## config.mk

```make
export PLATFORM = sky130hd
export DESIGN_NAME = wdt_heartbeat_gen_flat
export DESIGN_NICKNAME = d
export VERILOG_FILES = /design/src/rtl/wdt_heartbeat_gen_if.sv /design/src/rtl/wdt_heartbeat_gen.sv /design/src/flat_wrapper.sv
export SDC_FILE = /design/constraint.sdc
export NUM_CORES = 1
export LEC_CHECK = 0
export ABC_AREA = 1
export CAP_MARGIN = 10
export CORE_ASPECT_RATIO = 1.25
export CORE_MARGIN = 2
export CORE_UTILIZATION = 34
export DETAILED_ROUTE_END_ITERATION = 10
export DONT_BUFFER_PORTS = 1
export GPL_ROUTABILITY_DRIVEN = 0
export GPL_TIMING_DRIVEN = 0
export PLACE_DENSITY = 0.53
export SLEW_MARGIN = 20
export SYNTH_ARGS = -nofsm -noshare
export SYNTH_HDL_FRONTEND = slang
export SYNTH_SLANG_ARGS = --single-unit
export TNS_END_PERCENT = 30
```

## constraint.sdc

```tcl
create_clock -name clk -period 1.9 [get_ports clk]
set_clock_uncertainty 0.05 [all_clocks]
set_input_delay 0.38 -clock clk [delete_from_list [all_inputs] [get_ports clk]]
set_output_delay 0.38 -clock clk [all_outputs]
set_load 0.01 [all_outputs]
```

## src/rtl/wdt_heartbeat_gen_if.sv

```systemverilog
// Signal bundle between the heartbeat generator and its surroundings.
// master drives the request/strobe side, slave is the generator itself.
interface wdt_heartbeat_gen_if #(
   parameter int unsigned MISS_CNT_W = 8
);
   logic                  enable;
   logic                  alive;
   logic                  wdt_irq;
   logic                  fault_clr;
   logic                  kick;
   logic                  fault;
   logic                  window_end;
   logic [MISS_CNT_W-1:0] miss_count;

   modport master (
      output enable, alive, wdt_irq, fault_clr,
      input  kick, fault, window_end, miss_count
   );

   modport slave (
      input  enable, alive, wdt_irq, fault_clr,
      output kick, fault, window_end, miss_count
   );
endinterface

```

## src/rtl/wdt_heartbeat_gen.sv

```systemverilog
// Watchdog kick generator: kicks once per PERIOD only if the task strobed alive.
// Optional missed-window counter enabled by macro HB_MISS_COUNTER_EN.
module wdt_heartbeat_gen #(
   parameter int unsigned PERIOD      = 16,
   parameter int unsigned PULSE_WIDTH = 2,
   parameter int unsigned MISS_CNT_W  = 8
) (
   input  logic               clk,
   input  logic               rst,
   wdt_heartbeat_gen_if.slave bus
);
   localparam int unsigned     CNT_W     = $clog2(PERIOD);
   localparam logic [CNT_W-1:0] CNT_LAST  = CNT_W'(PERIOD - 1);
   localparam logic [CNT_W-1:0] KICK_LAST = CNT_W'(PULSE_WIDTH - 1);

   typedef enum logic [1:0] {IDLE, WINDOW, KICK, FAULT} state_e;

   state_e           state_q, state_d;
   logic [CNT_W-1:0] cnt_q, cnt_d;
   logic             alive_seen_q, alive_seen_d;
   logic             kick_q, kick_d;
   logic             fault_q, fault_d;
   logic             window_end_q, window_end_d;
`ifdef HB_MISS_COUNTER_EN
   logic [MISS_CNT_W-1:0] miss_count_q, miss_count_d;
`endif

   always_comb begin
      state_d      = state_q;
      cnt_d        = cnt_q;
      alive_seen_d = alive_seen_q;
      kick_d       = kick_q;
      fault_d      = fault_q;
      window_end_d = 1'b0;
`ifdef HB_MISS_COUNTER_EN
      miss_count_d = miss_count_q;
`endif
      if (bus.wdt_irq) begin
         state_d      = FAULT;
         kick_d       = 1'b0;
         fault_d      = 1'b1;
         cnt_d        = '0;
         alive_seen_d = 1'b0;
      end else begin
         case (state_q)
            IDLE: begin
               kick_d       = 1'b0;
               cnt_d        = '0;
               alive_seen_d = 1'b0;
               if (bus.enable) state_d = WINDOW;
            end
            WINDOW, KICK: begin
               if (!bus.enable) begin
                  state_d      = IDLE;
                  kick_d       = 1'b0;
                  cnt_d        = '0;
                  alive_seen_d = 1'b0;
               end else if (cnt_q == CNT_LAST) begin
                  // The boundary cycle's own alive strobe still counts for this window.
                  cnt_d        = '0;
                  window_end_d = 1'b1;
                  alive_seen_d = 1'b0;
                  if (alive_seen_q || bus.alive) begin
                     state_d = KICK;
                     kick_d  = 1'b1;
                  end else begin
                     state_d = WINDOW;
                     kick_d  = 1'b0;
`ifdef HB_MISS_COUNTER_EN
                     if (miss_count_q != '1) miss_count_d = miss_count_q + 1'b1;
`endif
                  end
               end else begin
                  cnt_d        = cnt_q + CNT_W'(1);
                  alive_seen_d = alive_seen_q | bus.alive;
                  // KICK is entered with cnt=0, so cnt doubles as the pulse timer.
                  if (state_q == KICK && cnt_q == KICK_LAST) begin
                     state_d = WINDOW;
                     kick_d  = 1'b0;
                  end
               end
            end
            FAULT: begin
               if (bus.fault_clr) begin
                  state_d = IDLE;
                  fault_d = 1'b0;
               end
            end
            default: state_d = IDLE;
         endcase
      end
   end

   always_ff @(posedge clk) begin
      if (rst) begin
         state_q      <= IDLE;
         cnt_q        <= '0;
         alive_seen_q <= 1'b0;
         kick_q       <= 1'b0;
         fault_q      <= 1'b0;
         window_end_q <= 1'b0;
      end else begin
         state_q      <= state_d;
         cnt_q        <= cnt_d;
         alive_seen_q <= alive_seen_d;
         kick_q       <= kick_d;
         fault_q      <= fault_d;
         window_end_q <= window_end_d;
      end
   end

`ifdef HB_MISS_COUNTER_EN
   always_ff @(posedge clk) begin
      if (rst) miss_count_q <= '0;
      else     miss_count_q <= miss_count_d;
   end

   assign bus.miss_count = miss_count_q;
`else
   assign bus.miss_count = '0;
`endif

   assign bus.kick       = kick_q;
   assign bus.fault      = fault_q;
   assign bus.window_end = window_end_q;
endmodule

```

## src/flat_wrapper.sv

```systemverilog
// flat-port wrapper written by rule: the top's interface ports become plain ports
module wdt_heartbeat_gen_flat 
#(
   parameter int unsigned PERIOD      = 16,
   parameter int unsigned PULSE_WIDTH = 2,
   parameter int unsigned MISS_CNT_W  = 8
)
  (clk, rst, bus_enable, bus_alive, bus_wdt_irq, bus_fault_clr, bus_kick, bus_fault, bus_window_end, bus_miss_count);
  wdt_heartbeat_gen_if #(.MISS_CNT_W(MISS_CNT_W)) bus_i ();
  input  logic clk;
  input  logic rst;
  input wire logic [$bits(bus_i.enable)-1:0] bus_enable;
  input wire logic [$bits(bus_i.alive)-1:0] bus_alive;
  input wire logic [$bits(bus_i.wdt_irq)-1:0] bus_wdt_irq;
  input wire logic [$bits(bus_i.fault_clr)-1:0] bus_fault_clr;
  output wire logic [$bits(bus_i.kick)-1:0] bus_kick;
  output wire logic [$bits(bus_i.fault)-1:0] bus_fault;
  output wire logic [$bits(bus_i.window_end)-1:0] bus_window_end;
  output wire logic [$bits(bus_i.miss_count)-1:0] bus_miss_count;
  assign bus_i.enable = bus_enable;
  assign bus_i.alive = bus_alive;
  assign bus_i.wdt_irq = bus_wdt_irq;
  assign bus_i.fault_clr = bus_fault_clr;
  assign bus_kick = bus_i.kick;
  assign bus_fault = bus_i.fault;
  assign bus_window_end = bus_i.window_end;
  assign bus_miss_count = bus_i.miss_count;
  wdt_heartbeat_gen #(.PERIOD(PERIOD), .PULSE_WIDTH(PULSE_WIDTH), .MISS_CNT_W(MISS_CNT_W)) u_core (.clk(clk), .rst(rst), .bus(bus_i));
endmodule
```

Yosys cells after proc, flatten, opt, wreduce, memory -nomap -nowiden
Cells that the tools add are included.

Eq/ne operators: 9. Bitwise gates (word level): 3. Reductions and logical operators: 12. Muxes and demuxes: 23. $lt $le $gt $ge: 0. $mul: 0. Div/mod/pow operators: 0. Shift operators: 0. Add/subtract/negate cells: 1.

Operators with widths (count): $mux 2 (7); $mux 1 (10); $mux 4 (2); $pmux 4 s2 (1); $ne 3x3->1 const B (2); $pmux 2 s3 (1); $reduce_bool 2->1 (3); $ne 5x3->1 const B (1); $add 4x1->4 const B (1); $eq 2x2->1 const B (2); $eq 4x1->1 const B (1); $eq 4x4->1 const B (1); $ne 4x2->1 const B (1); $pmux 1 s2 (2); $reduce_and 2->1 (2); $reduce_or 2->1 (2); $reduce_or 4->1 (1); $reduce_and 3->1 (1); $eq 2x1->1 const B (1); $logic_not 2->1 (1); $not 1->1 (2); $logic_and 1x1->1 (1); $logic_or 1x1->1 (1); $or 1x1->1 (1).

Memories kept: 0. Latch bits: 0. Bits in registers: 10. Memory bits (writable): 0. Word-level logic and storage cells: 54. Input port bits: 6. Memory bits (read-only): 0. Output and inout bits: 11.

Depth between registers and ports, before layout
Depth after elaboration: 7. Depth in mapped cells: 10. Mapped depth without buffers: 10.

Worst setup path after synthesis
No wires, ideal clock.

Kind: flip-flop to flip-flop. From: register u_core.state_q[0]. To: register u_core.kick_q, in the netlist u_core.bus.kick. Arrival: 1278 ps. Slack: 460 ps. Library setup time: 113 ps. Buffers on the path: 0. Stages on the path, launching flop included: 11. Clock period less this slack: 1440 ps. Data required time: 1737 ps. Path through: dfxtp_1 > inv_1 > ha_1 > nand2_1 > inv_1 > nand2_1 > inv_2 > a21oi_2 > nand2_1 > nand2_1 > nor2_1.

Word-level cells in the longest chain between the ends: 4. Elaborated cells on any way between the ends: 9. Those cells by class: eq/ne (3); mux (1); reduce/logical (5).

RTL lines: from (decl) (RTL line wdt_heartbeat_gen.sv:18) `state_e state_q, state_d;`; from (signal assigned) (RTL line wdt_heartbeat_gen.sv:103) `state_q <= state_d;`; $eq 2x1->1 or $eq 2x2->1 (tied branches) (RTL line wdt_heartbeat_gen.sv:45, wdt_heartbeat_gen.sv:77); $reduce_or 2->1 or $logic_and 1x1->1 (tied branches) (RTL line wdt_heartbeat_gen.sv:45, wdt_heartbeat_gen.sv:77); $ne 4x2->1 (no line) or $reduce_bool 2->1 (tied branches); $reduce_and 2->1 (no line); to (signal assigned) (RTL line wdt_heartbeat_gen.sv:106) `kick_q <= kick_d;`; to (decl) (RTL line wdt_heartbeat_gen.sv:21) `logic kick_q, kick_d;`.

Parallel ways exist; a longest one is shown, timed or not. A chain may end at the register's enable or synchronous reset.

Worst setup path in the final report
Same ends and word-level chain as after synthesis.

==> results.txt <==
----------------------------------------------------
[Run status]
  Outcome ... finished, final reports clean

[STA]
  Final worst path period need ... 1.59 ns
  Final max-slew violation count ... 0
  Worst hold slack ... 0.128 ns
  Fin crit share ... 0.838
  Setup TNS ... 0 ns
  Unrepaired setup endpoints after global routing ... no
  Total setup violations reported at the end of the flow ... 0
  Worst setup margin ... 0.308 ns
  Final hold violation count ... 0
  Maximum operating frequency ... 628 MHz

[Clock tree]
  Cts-stage hold buffer count ... 0
  CTS tree ... built
  Clock latency reported for the late side of the worst-skew pair ... 0.27 ns
  Number of buffers added for setup after CTS ... 0
  Total number of clock tree sinks ... 10
  CTS-repair resized insts ... 0
  Maximum number of buffers from clock root to sink ... 2
  CTS clock-pin slew for the worst setup and hold paths ... 0.07 ns
  Number of buffers added by the clock tree synthesis step ... 3
  CTS Root Buffer Type ... clkbuf_4
  H-tree lvl count ... 1

[Setup path]
  Worst Setup End Kind ... register
  Crit Path Class ... register to register
  Highest fanout seen on the critical path ... 4
  Worst setup SP type ... register
  Required time of the critical path ... 2.01 ns
  Endpoint arrival time on the critical path ... 1.70 ns

[Global routing]
  Initial antenna violation count ... 0
  Global-route total usage across every layer ... 0.117
  Via count of the first global-routing pass ... 498
  Largest net degree at the start of global routing ... 8
  Global-route congestion overflow total ... 0
  Wire length of the first global-routing pass ... 1990 um

[Power and ir drop]
  Proportion of power drawn by the clock network ... 0.286
  Cell-internal power ... 346 uW
  Fraction of power spent switching nets ... 0.320
  Net switching power ... 163 uW
  Power Dens Cells ... 695 nW/um2
  Sequential cell fraction of total power ... 0.462
  Highest ir drop seen on vdd ... 0.526 mV
  P_leak ... 0.379 nW
  Post-layout total power ... 509 uW
  Fraction of power consumed by combinational cells ... 0.252

[Cells and area]
  Register area ... 200 um2
  Non-filler cells, final ... 122
  Multi-input gate area in the final layout ... 373 um2
  Layout cells sized above 1 ... 0.165
  Diodes inserted ... 0
  # fillers ... 202
  Final net count ... 119
  Area growth from synthesis to layout ... 11.0%

[Route]
  Routed Antenna Nets ... 0
  Count of vias placed by the detailed router ... 543
  Routed Wire Length ... 1120 um
  Detailed-router iteration count before antenna repair ... 4
  Vias per cell ... 4.45
  Count of routing violations after the opening detailed-route iteration ... 9
  Drc violations ... 0
  Routed len/inst ... 9.20 um

[Synthesis]
  Yosys warning count ... 0
  Most common cell in the synthesized netlist ... nor2_1
  Cell area after synthesis ... 659 um2
  Leading cell types by count after synthesis ... nor2_1 (16), nand2_1 (14), inv_1 (13)
  Syn_area_per_cell ... 7.09 um2
  Share of synthesized area occupied by flip-flops and latches ... 0.304
  Number of enable flip-flop cells after synthesis ... 0
  Async set or reset register ratio after synthesis ... 0
  Top FF cell, synth ... dfxtp_1
  Yosys cell types ... 18
  Post-synthesis cell type with the largest combined area ... dfxtp_1
  Ranking of synthesized cells by area ... dfxtp_1 (30%), ha_1 (15%), buf_4 (9.1%)
  Flops & latches, synth ... 10
  Proportion of netlist area held by the largest area contributor ... 0.304
  Number of standard cells after synthesis ... 93

[Place]
  Pre-CTS setup slack ... 0.291 ns
  DPL Wire Length ... 932 um
  Cell total after placement ... 119
  Number of buffers added on ports ... 0

[Floorplan]
  Vertical die dimension ... 53.2 um
  Initial cell density of the core ... 0.369
  Area of the die ... 2310 um2
  Total I/O pin count ... 17
  Die outline width ... 43.4 um
  Core footprint ... 1790 um2
  Count of standard-cell rows ... 17

[Run]
  Number of max-cap violations ... 0

[Hold path]
  Hold Path Class ... input pin to register

----------------------------------------------------
-- cells in the final DEF (no fill, tap or decap), drive strengths merged --
cell / instances
inv: 14
nand2: 14
clkbuf: 3
nand3: 6
buf: 8
o22ai: 1
o21ai: 2
nor3: 4
a21oi: 6
dfxtp: 10
conb: 8
nor2: 18
ha: 8
xor2: 1
-- state kept, by name (all words and copies together) (netlist names) --
name,cells
u_core.alive_seen_q,1
u_core.bus.fault,1
u_core.bus.kick,1
u_core.bus.window_end,1
u_core.cnt_q,4
u_core.state_q,2
-- cell type report --
cell class                      instances  area share
Multi-Input combinational cell         68       0.509
Tap cell                               19      0.0325
Sequential cell                        10       0.274
Inverter                               14      0.0718
Buffer                                  8      0.0821
Clock buffer                            3      0.0308
-- cell families (layout without fill, tap and decap cells) --
kind of cell,after synthesis,after routing,synth area share
simple gates,42,42,0.273
buf+inv,22,25,0.171
flops,10,10,0.304
compound gates,9,9,0.0816
fa+ha+maj,8,8,0.152
other cells,1,8,0.00569
xor+xnor,1,1,0.0133
-- layer usage --
metal	GRT usage	wire [um]	up-vias	part of all wire
li1	-	-	297	-
met1	0.144	529	225	0.47
met2	0.179	491	14	0.44
met3	0.0307	70	7	0.062
met4	0.0758	31	0	0.028
met5	0	0	-	0
-- critical path, cell delays in order, from the launching register on --
cell and delay, ns:
dfxtp_1 0.38, inv_1 0.11, ha_1 0.32, nand2_1 0.14
inv_1 0.09, nand2_1 0.08, inv_2 0.05, a21oi_2 0.12
nand2_1 0.06, nand2_1 0.05, nor2_1 0.04
-- power groups by stage --
stage,Sequential [mW],Combinational [mW],Clock [mW]
2_1_floorplan,0.237,0.111,0
3_3_place_gp,0.240,0.128,0
3_5_place_dp,0.240,0.129,0
4_1_cts,0.235,0.129,0.150
5_1_grt,0.237,0.149,0.162
6_report,0.235,0.128,0.146
-- per-stage QoR --
stage | instance area [um2] | util
floorplan | 686 | -
global placement | 709 | 0.397
detailed placement | 709 | 0.397
CTS | 732 | 0.410
global route | 732 | 0.410
finish | 732 | 0.410
-- final timing paths --
path / cells after the start / endpoint / startpoint / slack, ns
worst max-delay path: 10 / u_core.bus.kick / u_core.state_q[0] / 0.31
worst min-delay path: 1 / u_core.bus.fault / rst / 0.13
worst max register to register: 10 / u_core.bus.kick / u_core.state_q[0] / 0.31
worst min register to register: 2 / u_core.alive_seen_q / u_core.alive_seen_q / 0.43
Power figures use the tool's default switching activity.
